## config.mk

```make
export PLATFORM = sky130hd
export DESIGN_NAME = hilo_muldiv
export DESIGN_NICKNAME = d
export VERILOG_FILES = /design/src/rtl/hilo_pkg.sv /design/src/rtl/muldiv_core.sv /design/src/rtl/hilo_muldiv.sv
export SDC_FILE = /design/constraint.sdc
export NUM_CORES = 1
export LEC_CHECK = 0
export CORE_ASPECT_RATIO = 0.7
export CORE_UTILIZATION = 45
export CTS_CLUSTER_SIZE = 30
export DETAILED_ROUTE_END_ITERATION = 6
export PLACE_DENSITY = 0.66
export SKIP_CTS_REPAIR_TIMING = 1
export SLEW_MARGIN = 10
export SYNTH_ARGS = -nofsm -noshare
export SYNTH_HDL_FRONTEND = slang
export SYNTH_HIERARCHICAL = 1
export SYNTH_SLANG_ARGS = --single-unit
```

## constraint.sdc

```tcl
create_clock -name clk -period 9.45 [get_ports clk]
set_input_delay 1.89 -clock clk [delete_from_list [all_inputs] [get_ports clk]]
set_output_delay 1.89 -clock clk [all_outputs]
set_load 0.005 [all_outputs]
```

## src/rtl/hilo_pkg.sv

```systemverilog
// hilo_pkg: shared definitions for the HI/LO multiply/divide unit.
//   - op codes as decoded from the instruction
//   - HI/LO write-enable codes driven on hilo_muldiv.we
//   - FSM state encoding
//   - number of iterative datapath steps
package hilo_pkg;

    localparam logic [2:0] OP_MULT  = 3'b000;
    localparam logic [2:0] OP_MULTU = 3'b001;
    localparam logic [2:0] OP_DIV   = 3'b010;
    localparam logic [2:0] OP_DIVU  = 3'b011;
    localparam logic [2:0] OP_MTHI  = 3'b100;
    localparam logic [2:0] OP_MTLO  = 3'b101;

    localparam logic [1:0] WE_BOTH = 2'b11;
    localparam logic [1:0] WE_HI   = 2'b01;
    localparam logic [1:0] WE_LO   = 2'b00;
    localparam logic [1:0] WE_NONE = 2'b10;

    localparam int CALC_STEPS = 32;

    typedef enum logic [1:0] {
        ST_IDLE = 2'b00,
        ST_CALC = 2'b01,
        ST_DONE = 2'b10
    } state_e;

    // MULT/MULTU/DIV/DIVU all have op[2]==0; they use the iterative datapath.
    function automatic logic is_arith(input logic [2:0] op);
        return (op[2] == 1'b0);
    endfunction

endpackage

```

## src/rtl/muldiv_core.sv

```systemverilog
// muldiv_core: unsigned 32-step shift datapath shared by multiply and divide.
//   clk, rst     : clock, async active-high reset
//   load         : capture operand magnitudes and clear the step counter
//   step         : advance one iteration (ignored once all steps are done)
//   is_div       : sampled with load; selects restoring divide vs shift-add multiply
//   a_mag, b_mag : unsigned operands (multiplicand/multiplier or dividend/divisor)
//   hi, lo       : multiply -> {upper, lower} product; divide -> {remainder, quotient}
//   done         : all CALC_STEPS iterations have been performed
module muldiv_core
    import hilo_pkg::*;
#(
    parameter int WIDTH = 32
) (
    input  logic             clk,
    input  logic             rst,
    input  logic             load,
    input  logic             step,
    input  logic             is_div,
    input  logic [WIDTH-1:0] a_mag,
    input  logic [WIDTH-1:0] b_mag,
    output logic [WIDTH-1:0] hi,
    output logic [WIDTH-1:0] lo,
    output logic             done
);

    localparam int CNT_W = $clog2(CALC_STEPS) + 1;
    localparam logic [CNT_W-1:0] CNT_END = CNT_W'(CALC_STEPS);

    // m holds the multiplicand or the divisor. For multiply, {hi,lo} starts as
    // {0, multiplier}; for divide as {0, dividend}, so both algorithms shift
    // through the same pair of registers.
    logic [WIDTH-1:0] m_q, m_d;
    logic [WIDTH-1:0] hi_q, hi_d;
    logic [WIDTH-1:0] lo_q, lo_d;
    logic [CNT_W-1:0] cnt_q, cnt_d;
    logic             div_q, div_d;

    logic [WIDTH:0] mul_sum;
    logic [WIDTH:0] div_sh;
    logic [WIDTH:0] div_diff;
    logic           div_ge;

    assign done = (cnt_q == CNT_END);
    assign hi   = hi_q;
    assign lo   = lo_q;

    always_comb begin
        m_d   = m_q;
        hi_d  = hi_q;
        lo_d  = lo_q;
        cnt_d = cnt_q;
        div_d = div_q;

        // Multiply: conditionally add, then shift the 65-bit {carry,hi,lo} right.
        mul_sum  = {1'b0, hi_q} + (lo_q[0] ? {1'b0, m_q} : '0);
        // Divide: shift the next dividend bit into the partial remainder and
        // keep the difference only if it did not go negative.
        div_sh   = {hi_q, lo_q[WIDTH-1]};
        div_diff = div_sh - {1'b0, m_q};
        div_ge   = (div_sh >= {1'b0, m_q});

        if (load) begin
            m_d   = is_div ? b_mag : a_mag;
            hi_d  = '0;
            lo_d  = is_div ? a_mag : b_mag;
            cnt_d = '0;
            div_d = is_div;
        end else if (step && !done) begin
            if (div_q) begin
                hi_d = div_ge ? div_diff[WIDTH-1:0] : div_sh[WIDTH-1:0];
                lo_d = {lo_q[WIDTH-2:0], div_ge};
            end else begin
                hi_d = mul_sum[WIDTH:1];
                lo_d = {mul_sum[0], lo_q[WIDTH-1:1]};
            end
            cnt_d = cnt_q + 1'b1;
        end
    end

    always_ff @(posedge clk or posedge rst) begin
        if (rst) begin
            m_q   <= '0;
            hi_q  <= '0;
            lo_q  <= '0;
            cnt_q <= '0;
            div_q <= 1'b0;
        end else begin
            m_q   <= m_d;
            hi_q  <= hi_d;
            lo_q  <= lo_d;
            cnt_q <= cnt_d;
            div_q <= div_d;
        end
    end

endmodule

```

## src/rtl/hilo_muldiv.sv

```systemverilog
// hilo_muldiv: EX-stage multiply/divide unit driving the HI/LO write port.
//   clk, rst       : clock, async active-high reset
//   start, op      : request from decode (sampled in IDLE only)
//   a, b           : rs / rt operands
//   cancel         : pipeline flush; abort without writing
//   busy           : stall request (combinational, asserted in the issue cycle)
//   we             : 11 both, 01 HI, 00 LO, 10 no write; one-cycle pulse
//   hi_out, lo_out : registered HI/LO write data
//   dbg_state      : current FSM state
//
// Handshake: a mul/div request is taken on the edge where state is IDLE,
// start=1, op is arithmetic and cancel=0; busy is high in that cycle and
// through CALC, low in DONE. The write lands as a single cycle with we!=10.
module hilo_muldiv
    import hilo_pkg::*;
#(
    parameter int WIDTH = 32
) (
    input  logic             clk,
    input  logic             rst,
    input  logic             start,
    input  logic [2:0]       op,
    input  logic [WIDTH-1:0] a,
    input  logic [WIDTH-1:0] b,
    input  logic             cancel,
    output logic             busy,
    output logic [1:0]       we,
    output logic [WIDTH-1:0] hi_out,
    output logic [WIDTH-1:0] lo_out,
    output state_e           dbg_state
);

    state_e           state_q, state_d;
    logic [1:0]       we_q, we_d;
    logic [WIDTH-1:0] hi_q, hi_d;
    logic [WIDTH-1:0] lo_q, lo_d;
    logic             div_q, div_d;
    logic             neg_res_q, neg_res_d;  // quotient/product sign
    logic             neg_rem_q, neg_rem_d;  // remainder takes dividend sign
    logic             dbz_q, dbz_d;          // divisor was zero

    logic             signed_op;
    logic [WIDTH-1:0] a_mag, b_mag;
    logic             core_load, core_step, core_done;
    logic [WIDTH-1:0] core_hi, core_lo;
    logic [2*WIDTH-1:0] prod, prod_fix;
    logic [WIDTH-1:0] quo_fix, rem_fix;

    assign signed_op = (op == OP_MULT) || (op == OP_DIV);
    assign a_mag     = (signed_op && a[WIDTH-1]) ? -a : a;
    assign b_mag     = (signed_op && b[WIDTH-1]) ? -b : b;

    assign core_load = (state_q == ST_IDLE) && start && is_arith(op) && !cancel;
    assign core_step = (state_q == ST_CALC);
    assign busy      = (state_q == ST_CALC) || core_load;

    assign prod     = {core_hi, core_lo};
    assign prod_fix = neg_res_q ? -prod : prod;
    // Division by zero leaves the all-ones quotient untouched regardless of signs.
    assign quo_fix  = (neg_res_q && !dbz_q) ? -core_lo : core_lo;
    assign rem_fix  = neg_rem_q ? -core_hi : core_hi;

    assign we        = we_q;
    assign hi_out    = hi_q;
    assign lo_out    = lo_q;
    assign dbg_state = state_q;

    muldiv_core #(.WIDTH(WIDTH)) u_core (
        .clk    (clk),
        .rst    (rst),
        .load   (core_load),
        .step   (core_step),
        .is_div (op[1]),
        .a_mag  (a_mag),
        .b_mag  (b_mag),
        .hi     (core_hi),
        .lo     (core_lo),
        .done   (core_done)
    );

    always_comb begin
        state_d   = state_q;
        we_d      = WE_NONE;
        hi_d      = hi_q;
        lo_d      = lo_q;
        div_d     = div_q;
        neg_res_d = neg_res_q;
        neg_rem_d = neg_rem_q;
        dbz_d     = dbz_q;

        unique case (state_q)
            ST_IDLE: begin
                if (start && !cancel) begin
                    if (is_arith(op)) begin
                        state_d   = ST_CALC;
                        div_d     = op[1];
                        neg_res_d = signed_op && (a[WIDTH-1] ^ b[WIDTH-1]);
                        neg_rem_d = signed_op && op[1] && a[WIDTH-1];
                        dbz_d     = (b == '0);
                    end else if (op == OP_MTHI) begin
                        state_d = ST_DONE;
                        hi_d    = a;
                        we_d    = WE_HI;
                    end else if (op == OP_MTLO) begin
                        state_d = ST_DONE;
                        lo_d    = a;
                        we_d    = WE_LO;
                    end
                end
            end
            ST_CALC: begin
                if (cancel) begin
                    state_d = ST_IDLE;
                end else if (core_done) begin
                    state_d = ST_DONE;
                    we_d    = WE_BOTH;
                    if (div_q) begin
                        hi_d = rem_fix;
                        lo_d = quo_fix;
                    end else begin
                        hi_d = prod_fix[2*WIDTH-1:WIDTH];
                        lo_d = prod_fix[WIDTH-1:0];
                    end
                end
            end
            ST_DONE: state_d = ST_IDLE;
            default: state_d = ST_IDLE;
        endcase
    end

    always_ff @(posedge clk or posedge rst) begin
        if (rst) begin
            state_q   <= ST_IDLE;
            we_q      <= WE_NONE;
            hi_q      <= '0;
            lo_q      <= '0;
            div_q     <= 1'b0;
            neg_res_q <= 1'b0;
            neg_rem_q <= 1'b0;
            dbz_q     <= 1'b0;
        end else begin
            state_q   <= state_d;
            we_q      <= we_d;
            hi_q      <= hi_d;
            lo_q      <= lo_d;
            div_q     <= div_d;
            neg_res_q <= neg_res_d;
            neg_rem_q <= neg_rem_d;
            dbz_q     <= dbz_d;
        end
    end

endmodule

```

==> impl_metrics.yaml, run 1 <==
placement:
  routabilityCongestion: 1.01
  place_inst: 2460
  io_buffer_count: 139
  dp_hpwl_um: 46000
  place_ws_ns: 3.94
die:
  std_cell_rows: 56
  die_area_sq_um: 35600
  start_util_pct: 46.3
  die_w_um: 225
  placeableCoreArea_sq_um: 33900
  ios: 140
  fp.dieH_um: 158
yosys:
  ys_warn_count: 6
  synth_ff_type: "dfrtp_1"
  syn_area_sq_um: 15700
  synth-seq-cells: 175
  synth.top_cell.area_share_pct: 27.7
  synth_fa_ha_area_share_pct: 5.83
  synth_mux_area_share_pct: 7.79
  synth_simple_gate_area_share_pct: 20.6
  synthDistinctLibCells: 90
  avgSynthCellArea_sq_um: 8.05
  synth_compound_area_share_pct: 24.2
  synth_top_family_by_area: "compound AO/OA/AOI/OAI gates"
  synth_edf_count: 0
  syn-num-nets: 2093
  synthCells: 1950
  synth_xor_area_share_pct: 9.09
  synthTopCellsByArea: "dfrtp_1, mux2i_1, a21oi_1"
  yosys.area.top_type: "dfrtp_1"
  yosysSeqAreaShare_pct: 27.9
  async_reset_ff_share_pct: 100
cells_and_area:
  nNetsFinal: 2158
  fin_util_pct: 52.9
  final_common_cell: "nor2_1"
  area_delta_synth_final_pct: 14.4
  final_cell_mix: "nor2_1, a21oi_1, dfrtp_1"
  stdcell_count: 2493
  n_fill_cell: 3277
  drive_gt1_share_pct: 5.28
timing:
  post-route-min-period_ns: 5.54
  finalSetupViolations: 0
  rsz0062_at_grt: "no"
  fin_skew_ns: 0.0158
  fin_crit_sh_pct: 58.7
  worstMarginPinSlew_ns: 1.20
  finalHoldViolCount: 0
  fin_ws_ns: 3.91
  setup_tns_ns: 0
  slew_headroom_pct: 19.7
  slew_violations: 0
  max_freq_mhz: 180
cts:
  clkTransAtPathRegs_ns: 0.08
  numCtsBuffers: 17
  clock_latency_ns: 0.46
  cts_sinks: 175
  clk_root_buffer_cell: "clkbuf_16"
  clk_path_buf_depth: 2
  h-tree-depth: 4
  cts_tree: "done"
global_route:
  globalRouteOverflowTotal: 0
  grt_pass1_wl_um: 89700
  antenna_found_initial: 1
  grt_max_degree: 105
  track_usage_pct: 33.6
  grt_pass1_vias: 14400
hold_path:
  hp-class: "register to register"
  hold_depth: 2
critical_path:
  critical_path.startpoint_type: "input pin"
  cp.required_ns: 7.56
  worstPathMaxFanout: 10
  reg2regPathDepth: 10
  endpoint_kind: "output port"
  arrival_ns: 3.65
  critPathKind: "input pin to output port"
routing:
  drt_iter0_drc: 2176
  drtAntennaViolNets: 0
  routedWlPerCell_um: 23.9
  vias_per_cell: 6.43
  drt_pass1_iterations: 6
  routed_wl_um: 59700
  drc_errors: 0
  vias: 16000
run:
  cap_violations: 0
run_status:
  status: "finished clean"
pwr:
  p_per_area_nw_per_um2: 297
  p_leak_nw: 7.63
  ir_drop_uv: 145
routing by layer:
| layer | up-vias | GRT usage (%) | part of all wire, % |
|---|---|---|---|
| met3 | 87 | 10.4 | 12 |
| met5 | - | 0 | 0 |
| li1 | 7258 | - | - |
| met4 | 0 | 8.71 | 2.2 |
| met1 | 7756 | 50.1 | 47 |
| met2 | 932 | 45.9 | 39 |
state kept, by name, indices dropped and copies added (netlist names), 2 cells and up:
| signal | count |
|---|---|
| we | 2 |
| u_core/lo | 32 |
| u_core/cnt_q | 6 |
| u_core/m_q | 32 |
| u_core/hi | 32 |
| hi_out | 32 |
| lo_out | 32 |
| dbg_state | 2 |
kinds of logic (layout without fill, tap and decap cells):
| logic type | after synthesis | after routing |
|---|---|---|
| and+or+nand+nor | 652 | 652 |
| AOI/OAI and AO/OA | 586 | 586 |
| buffers and inverters | 181 | 259 |
| DFF | 175 | 175 |
| xor gates and xnor gates | 163 | 163 |
| muxes | 121 | 121 |
| adders and majority gates | 72 | 72 |
| other | 0 | 1 |
area by class of cell:
cell class | count | area (sq um) | area share [%]
Tap cell | 464 | 581 | 3.23
Clock buffer | 17 | 425 | 2.37
Antenna cell | 1 | 2.50 | 0.0139
Inverter | 72 | 275 | 1.53
Multi-Input combinational cell | 1594 | 10600 | 59.2
Sequential cell | 175 | 4380 | 24.4
Clock inverter | 15 | 149 | 0.829
Timing Repair Buffer | 155 | 1510 | 8.40
final timing paths:
check	startpoint	slack, ns	to
max	cancel	3.91	busy
min	lo_out[13]	0.48	lo_out[13]
max reg2reg	u_core/hi[2]	5.15	u_core/hi[31]
min reg2reg	lo_out[13]	0.48	lo_out[13]
max in group asynchronous	rst	6.10	u_core/div_q
min in group asynchronous	rst	2.06	u_core/lo[14]
power breakdown:
part | internal (W) | switching, W | leakage [nW]
Sequential | 0.00103 | 0.000586 | 2.13
Combinational | 0.00130 | 0.00170 | 5.22
Clock | 0.000351 | 0.000367 | 0.274
worst max-delay path, cell delays in order:
cell	delay, ns
clkdlybuf4s50_1	0.46
nor2_1	0.15
and3_1	0.20
nand2b_1	0.27
nand2_1	0.16
clkdlybuf4s50_1	0.52
cells in the mapped netlist (all sizes together) (5+ instances only):
cell,n
nor2,191
a21oi,182
dfrtp,174
nand2,168
o21ai,136
mux2i,111
xnor2,102
clkbuf,79
inv,71
ha,70
xor2,61
nor3,54
a211oi,50
and2,46
a21o,37
nor4,34
buf,30
nand3,29
or3,28
o31ai,25
o221ai,18
nand2b,17
o41ai,17
nand4,16
a31oi,15
and3,15
or4,14
o22ai,13
o211ai,11
mux2,10
o21a,10
a221oi,9
nor2b,9
nor3b,8
or2,8
a22oi,7
a311oi,7
o21bai,6
a211o,5
nand4b,5
metrics by stage:
step / power, W / instance area [sq um] / hold WS [ns]
final: 0.00533 / 18000 / 0.482
after global routing: 0.00567 / 18000 / 0.516
after CTS: 0.00523 / 18000 / 0.486
after detailed placement: 0.00450 / 17400 / 0.467
after global placement: 0.00445 / 17400 / 0.461
after floorplan: 0.00339 / 15700 / 0.467
Note: power is estimated with default switching activity, not from simulation.
==> inputs of run 2 (changes only) <==
clock period = 5.6 ns   (was 9.45 ns; I/O delays follow)
==> run 2 against run 1 <==
Against the previous run: die area unchanged; highest routed layer unchanged; clock skew decreased by 0.0054 ns; first-iteration DRC count decreased by 2.9%.
==> impl_metrics.yaml, run 2 (synthesis results as in run 1) <==
cts:
  clock_latency_ns: 0.46
  cts_tree: "done"
  h-tree-depth: 4
  clk_path_buf_depth: 2
  clk_root_buffer_cell: "clkbuf_16"
  numCtsBuffers: 17
  clkTransAtPathRegs_ns: 0.08
  cts_sinks: 175
critical_path:
  worstPathCellList: "buf_4 > and2_1 > ha_1 > nand4_1 > or4_1 > o21ai_1 > o21ai_1 > o21ai_0 > xor2_1 > nor2_1 > o21ai_0"
  reg2regPathDepth: 11
  r2r-start: "u_core/lo[0]"
  crit_path_top_delay_cell: "dfrtp_1"
  worstPathMaxFanout: 23
  critical_path.startpoint_type: "register"
  rrSetupSlack_ns: 1.53
  critPathKind: "register to register"
  arrival_ns: 4.45
  cp.required_ns: 5.98
  reg2reg_to: "u_core/hi[26]"
  endpoint_kind: "register"
  slowest_delay_ns: 0.87
global_route:
  grt_pass1_vias: 14500
  globalRouteOverflowTotal: 0
  grt_pass1_wl_um: 90800
  track_usage_pct: 34.3
  antenna_found_initial: 1
  grt_max_degree: 95
cells_and_area:
  final_cell_mix: "nor2_1, a21oi_1, dfrtp_1"
  drive_gt1_share_pct: 5.56
  final_common_cell: "nor2_1"
  postLayoutCellArea_sq_um: 18000
  area_delta_synth_final_pct: 14.7
  nNetsFinal: 2164
routing:
  vias: 16000
  drt_iter0_drc: 2112
  drt_pass1_iterations: 5
  routed_wl_um: 61400
  routedWlPerCell_um: 24.6
  drc_errors: 0
  drtAntennaViolNets: 0
  vias_per_cell: 6.42
timing:
  slew_headroom_pct: 22.4
  setup_tns_ns: 0
  rsz0062_at_grt: "no"
  finalHoldViolCount: 0
  max_freq_mhz: 245
  finalSetupViolations: 0
  fin_crit_sh_pct: 72.8
  slew_violations: 0
  post-route-min-period_ns: 4.07
  fin_skew_ns: 0.0104
  worstMarginPinSlew_ns: 1.16
die:
  placeableCoreArea_sq_um: 33900
  start_util_pct: 46.3
  fp.dieH_um: 158
  ios: 140
  die_w_um: 225
  die_area_sq_um: 35600
  std_cell_rows: 56
placement:
  dp_hpwl_um: 47700
  io_buffer_count: 139
  dpl_cell_area_sq_um: 17400
  routabilityCongestion: 1.02
run:
  cap_violations: 0
pwr:
  p_per_area_nw_per_um2: 503
  p_leak_nw: 7.65
  ir_drop_uv: 299
hold_path:
  hp-class: "register to register"
  hold_depth: 2
  min_to: "lo_out[25]"
  hold_start: "lo_out[25]"
run_status:
  status: "finished clean"
run 2: cell types whose count changed in the layout (fill, tap and decap cells not counted), sizes merged:
| cell | delta |
|---|---|
| buf | +6 |
| clkinv | -2 |
| clkinvlp | +2 |
| inv | -2 |
| bufinv | +1 |
| clkbuf | +1 |
| diode | +1 |
run 2: routing by layer:
metal | share of wire [%] | track usage, % | wire length [um] | vias to the layer above
met5 | 0 | 0 | 0 | -
met4 | 2.2 | 8.55 | 1340 | 0
met3 | 12 | 9.69 | 7090 | 94
met2 | 39 | 46.3 | 23900 | 877
met1 | 47 | 52.4 | 29100 | 7786
li1 | - | - | - | 7282
run 2: worst max-delay path by stage:
stage / start / end / slack [ns] / cells past startpoint
4_1_cts: cancel / busy / 1.61 / 6
2_1_floorplan: rst / u_core/cnt_q[0] / 1.78 / 1
3_5_place_dp: a[3] / u_core/lo[30] / 1.39 / 9
5_1_grt: u_core/lo[0] / u_core/hi[26] / 1.40 / 11
6_report: u_core/lo[0] / u_core/hi[26] / 1.53 / 11
3_3_place_gp: a[3] / u_core/lo[30] / 1.49 / 9
run 2: worst max-delay path, delay by kind of cell (launching register included):
| family | cells | cell delay [ns] |
|---|---|---|
| XOR/XNOR | 1 | 0.18 |
| buffers and inverters | 1 | 0.39 |
| adder cells (fa/ha/maj) | 1 | 0.28 |
| AND/OR/NAND/NOR | 4 | 1.14 |
| AO/OA/AOI/OAI | 4 | 1.15 |
| flip-flops | 1 | 0.87 |
run 2: area by class of cell:
class / instances / area, sq um
Antenna cell: 2 / 5.00
Clock inverter: 14 / 153
Timing Repair Buffer: 161 / 1550
Fill cell: 3328 / 15900
Multi-Input combinational cell: 1594 / 10600
Inverter: 72 / 275
Tap cell: 464 / 581
Clock buffer: 18 / 429
Sequential cell: 175 / 4380
run 2: stage by stage:
step / worst slack [ns] / cells / hold WS [ns] / power [W] / utilization, %
finish: 1.53 / 2500 / 0.480 / 0.00906 / 53.1
global route: 1.40 / 2498 / 0.491 / 0.00959 / 53.1
CTS: 1.61 / 2498 / 0.487 / 0.00889 / 53.1
detailed placement: 1.39 / 2466 / 0.470 / 0.00764 / 51.4
global placement: 1.49 / 2466 / 0.462 / 0.00758 / 51.4
floorplan: 1.78 / 1950 / 0.467 / 0.00572 / -
run 2: report_power, final:
group          switching (W)  leakage [nW]  internal (W)
combinational        0.00293          5.25       0.00221
clock               0.000598         0.268      0.000629
sequential          0.000961          2.13       0.00173
==> inputs of run 3 (changes only) <==
PLACE_DENSITY = 0.68   (was 0.66)
clock period = 3.6 ns   (was 5.6 ns; I/O delays follow)
==> run 3 against run 2 <==
Against the previous run: core utilization up 3.3 points; total power rose by 65%; sequential share of layout area shrank 1.4 points; highest routed layer unchanged; via count grew 5.4%; cell count is 5.4% higher.
==> impl_metrics.yaml, run 3 (synthesis results as in run 1) <==
pwr:
  p_int_w: 0.00770
  p_comb_share_pct: 62.0
  p_per_area_nw_per_um2: 783
  p_leak_nw: 8.36
  ir_drop_uv: 458
  swShare_pct: 48.6
  clkPwrFrac_pct: 13.7
  p_seq_share_pct: 24.4
  finalPower_w: 0.0150
  p_switching_w: 0.00727
routing:
  vias: 16900
  routedWlPerCell_um: 24.5
  vias_per_cell: 6.42
  routed_wl_um: 64600
  drc_errors: 0
  drtAntennaViolNets: 0
  drt_pass1_iterations: 5
  drt_iter0_drc: 2578
global_route:
  grt_max_degree: 135
  use_met2_pct: 47.3
  globalRouteOverflowTotal: 0
  grt.met3_usage_pct: 12.6
  track_usage_pct: 36.1
  grt_pass1_vias: 15000
  grt_pass1_wl_um: 95600
  busiest_layer: "met1"
  gr-usage-met1_pct: 54.8
  antenna_found_initial: 1
timing:
  slew_violations: 0
  fin_crit_sh_pct: 97.8
  finalHoldViolCount: 0
  rsz0062_at_grt: "yes"
  fin_skew_ns: 0.0180
  max_freq_mhz: 284
  finalSetupViolations: 0
  post-route-min-period_ns: 3.52
  slew_headroom_pct: 29.5
  fin_ws_ns: 0.0786
  worstMarginPinSlew_ns: 1.06
critical_path:
  arrival_ns: 3.90
  endpoint_kind: "register"
  startpoint: "u_core/lo[31]"
  r2r-start: "u_core/lo[31]"
  critPathKind: "register to register"
  cp.required_ns: 3.98
  rrSetupSlack_ns: 0.08
  critical_path.startpoint_type: "register"
  worstPathMaxFanout: 3
die:
  std_cell_rows: 56
  die_area_sq_um: 35600
  placeableCoreArea_sq_um: 33900
  start_util_pct: 46.3
  ios: 140
  die_w_um: 225
  fp.dieH_um: 158
cts:
  cts_tree: "done"
  numCtsBuffers: 17
  h-tree-depth: 4
  clkTransAtPathRegs_ns: 0.08
  clock_latency_ns: 0.47
  clk_root_buffer_cell: "clkbuf_16"
  clk_path_buf_depth: 2
  cts_sinks: 175
placement:
  dp_hpwl_um: 50400
  routabilityCongestion: 1.11
  place_ws_ns: 0.0291
  io_buffer_count: 139
run_status:
  status: "finished clean"
cells_and_area:
  nNetsFinal: 2300
  area_delta_synth_final_pct: 21.9
  num_antenna_cells: 0
  drive_gt1_share_pct: 11.6
  final_common_cell: "nor2_1"
  final_cell_mix: "nor2_1, a21oi_1, dfrtp_1"
hold_path:
  hp-class: "register to register"
  hold_start: "lo_out[9]"
run:
  cap_violations: 0
==> run 3: cell count changes in the layout (fill, tap and decap cells not counted), moves of 2 or more <==
cell,before,now
buf_4,23,154
buf_12,0,5
clkinvlp_4,5,2
inv_8,3,6
diode_2,2,0
==> run 3: final cells by class <==
cell class | count | area (sq um)
multi-input combinational | 1594 | 10600
fill | 3226 | 14800
clock inverter | 15 | 186
timing repair buffer | 297 | 2640
tap | 464 | 581
clock buffer | 17 | 425
sequential | 175 | 4380
inverter | 72 | 275
==> run 3: through the flow <==
stage               setup TNS [ns]  util (%)  instance area [sq um]  std cells  hold WS, ns
floorplan                        0         -                  15700       1950        0.467
global placement                 0      54.5                  18500       2602        0.463
detailed placement               0      54.5                  18500       2602        0.473
CTS                              0      56.4                  19100       2634        0.491
global route               -0.0545      56.4                  19100       2634        0.505
finish                           0      56.4                  19100       2634        0.487
==> run 3: worst max-delay path: stages (launching register included) <==
cell,delay [ns]
dfrtp_1,0.39
inv_1,0.07
ha_1,0.17
inv_1,0.06
fa_1,0.43
a211oi_1,0.32
o21bai_1,0.20
o211ai_1,0.30
buf_4,0.19
nand3_1,0.13
a31oi_2,0.31
o21ai_0,0.17
xnor2_1,0.30
o221ai_1,0.19
o21ai_0,0.19
==> run 3: path summary, 6_finish.rpt <==
check	cells past startpoint	end
max reg2reg	14	u_core/hi[24]
min reg2reg	1	lo_out[9]
max in group asynchronous	3	u_core/hi[13]
min	1	lo_out[9]
max	14	u_core/hi[24]
min in group asynchronous	2	u_core/m_q[23]
==> run 3: per-layer routing <==
layer | up-vias | part of all wire [%]
met5 | - | 0
met4 | 0 | 2.3
met3 | 101 | 15
met2 | 1120 | 38
met1 | 8135 | 45
li1 | 7557 | -
==> run 3: power groups by stage <==
stage	combinational (W)	sequential [W]	clock [W]
3_5_place_dp	0.00889	0.00363	0
2_1_floorplan	0.00537	0.00352	0
5_1_grt	0.00996	0.00370	0.00215
4_1_cts	0.00895	0.00359	0.00206
3_3_place_gp	0.00877	0.00362	0
6_report	0.00928	0.00365	0.00205
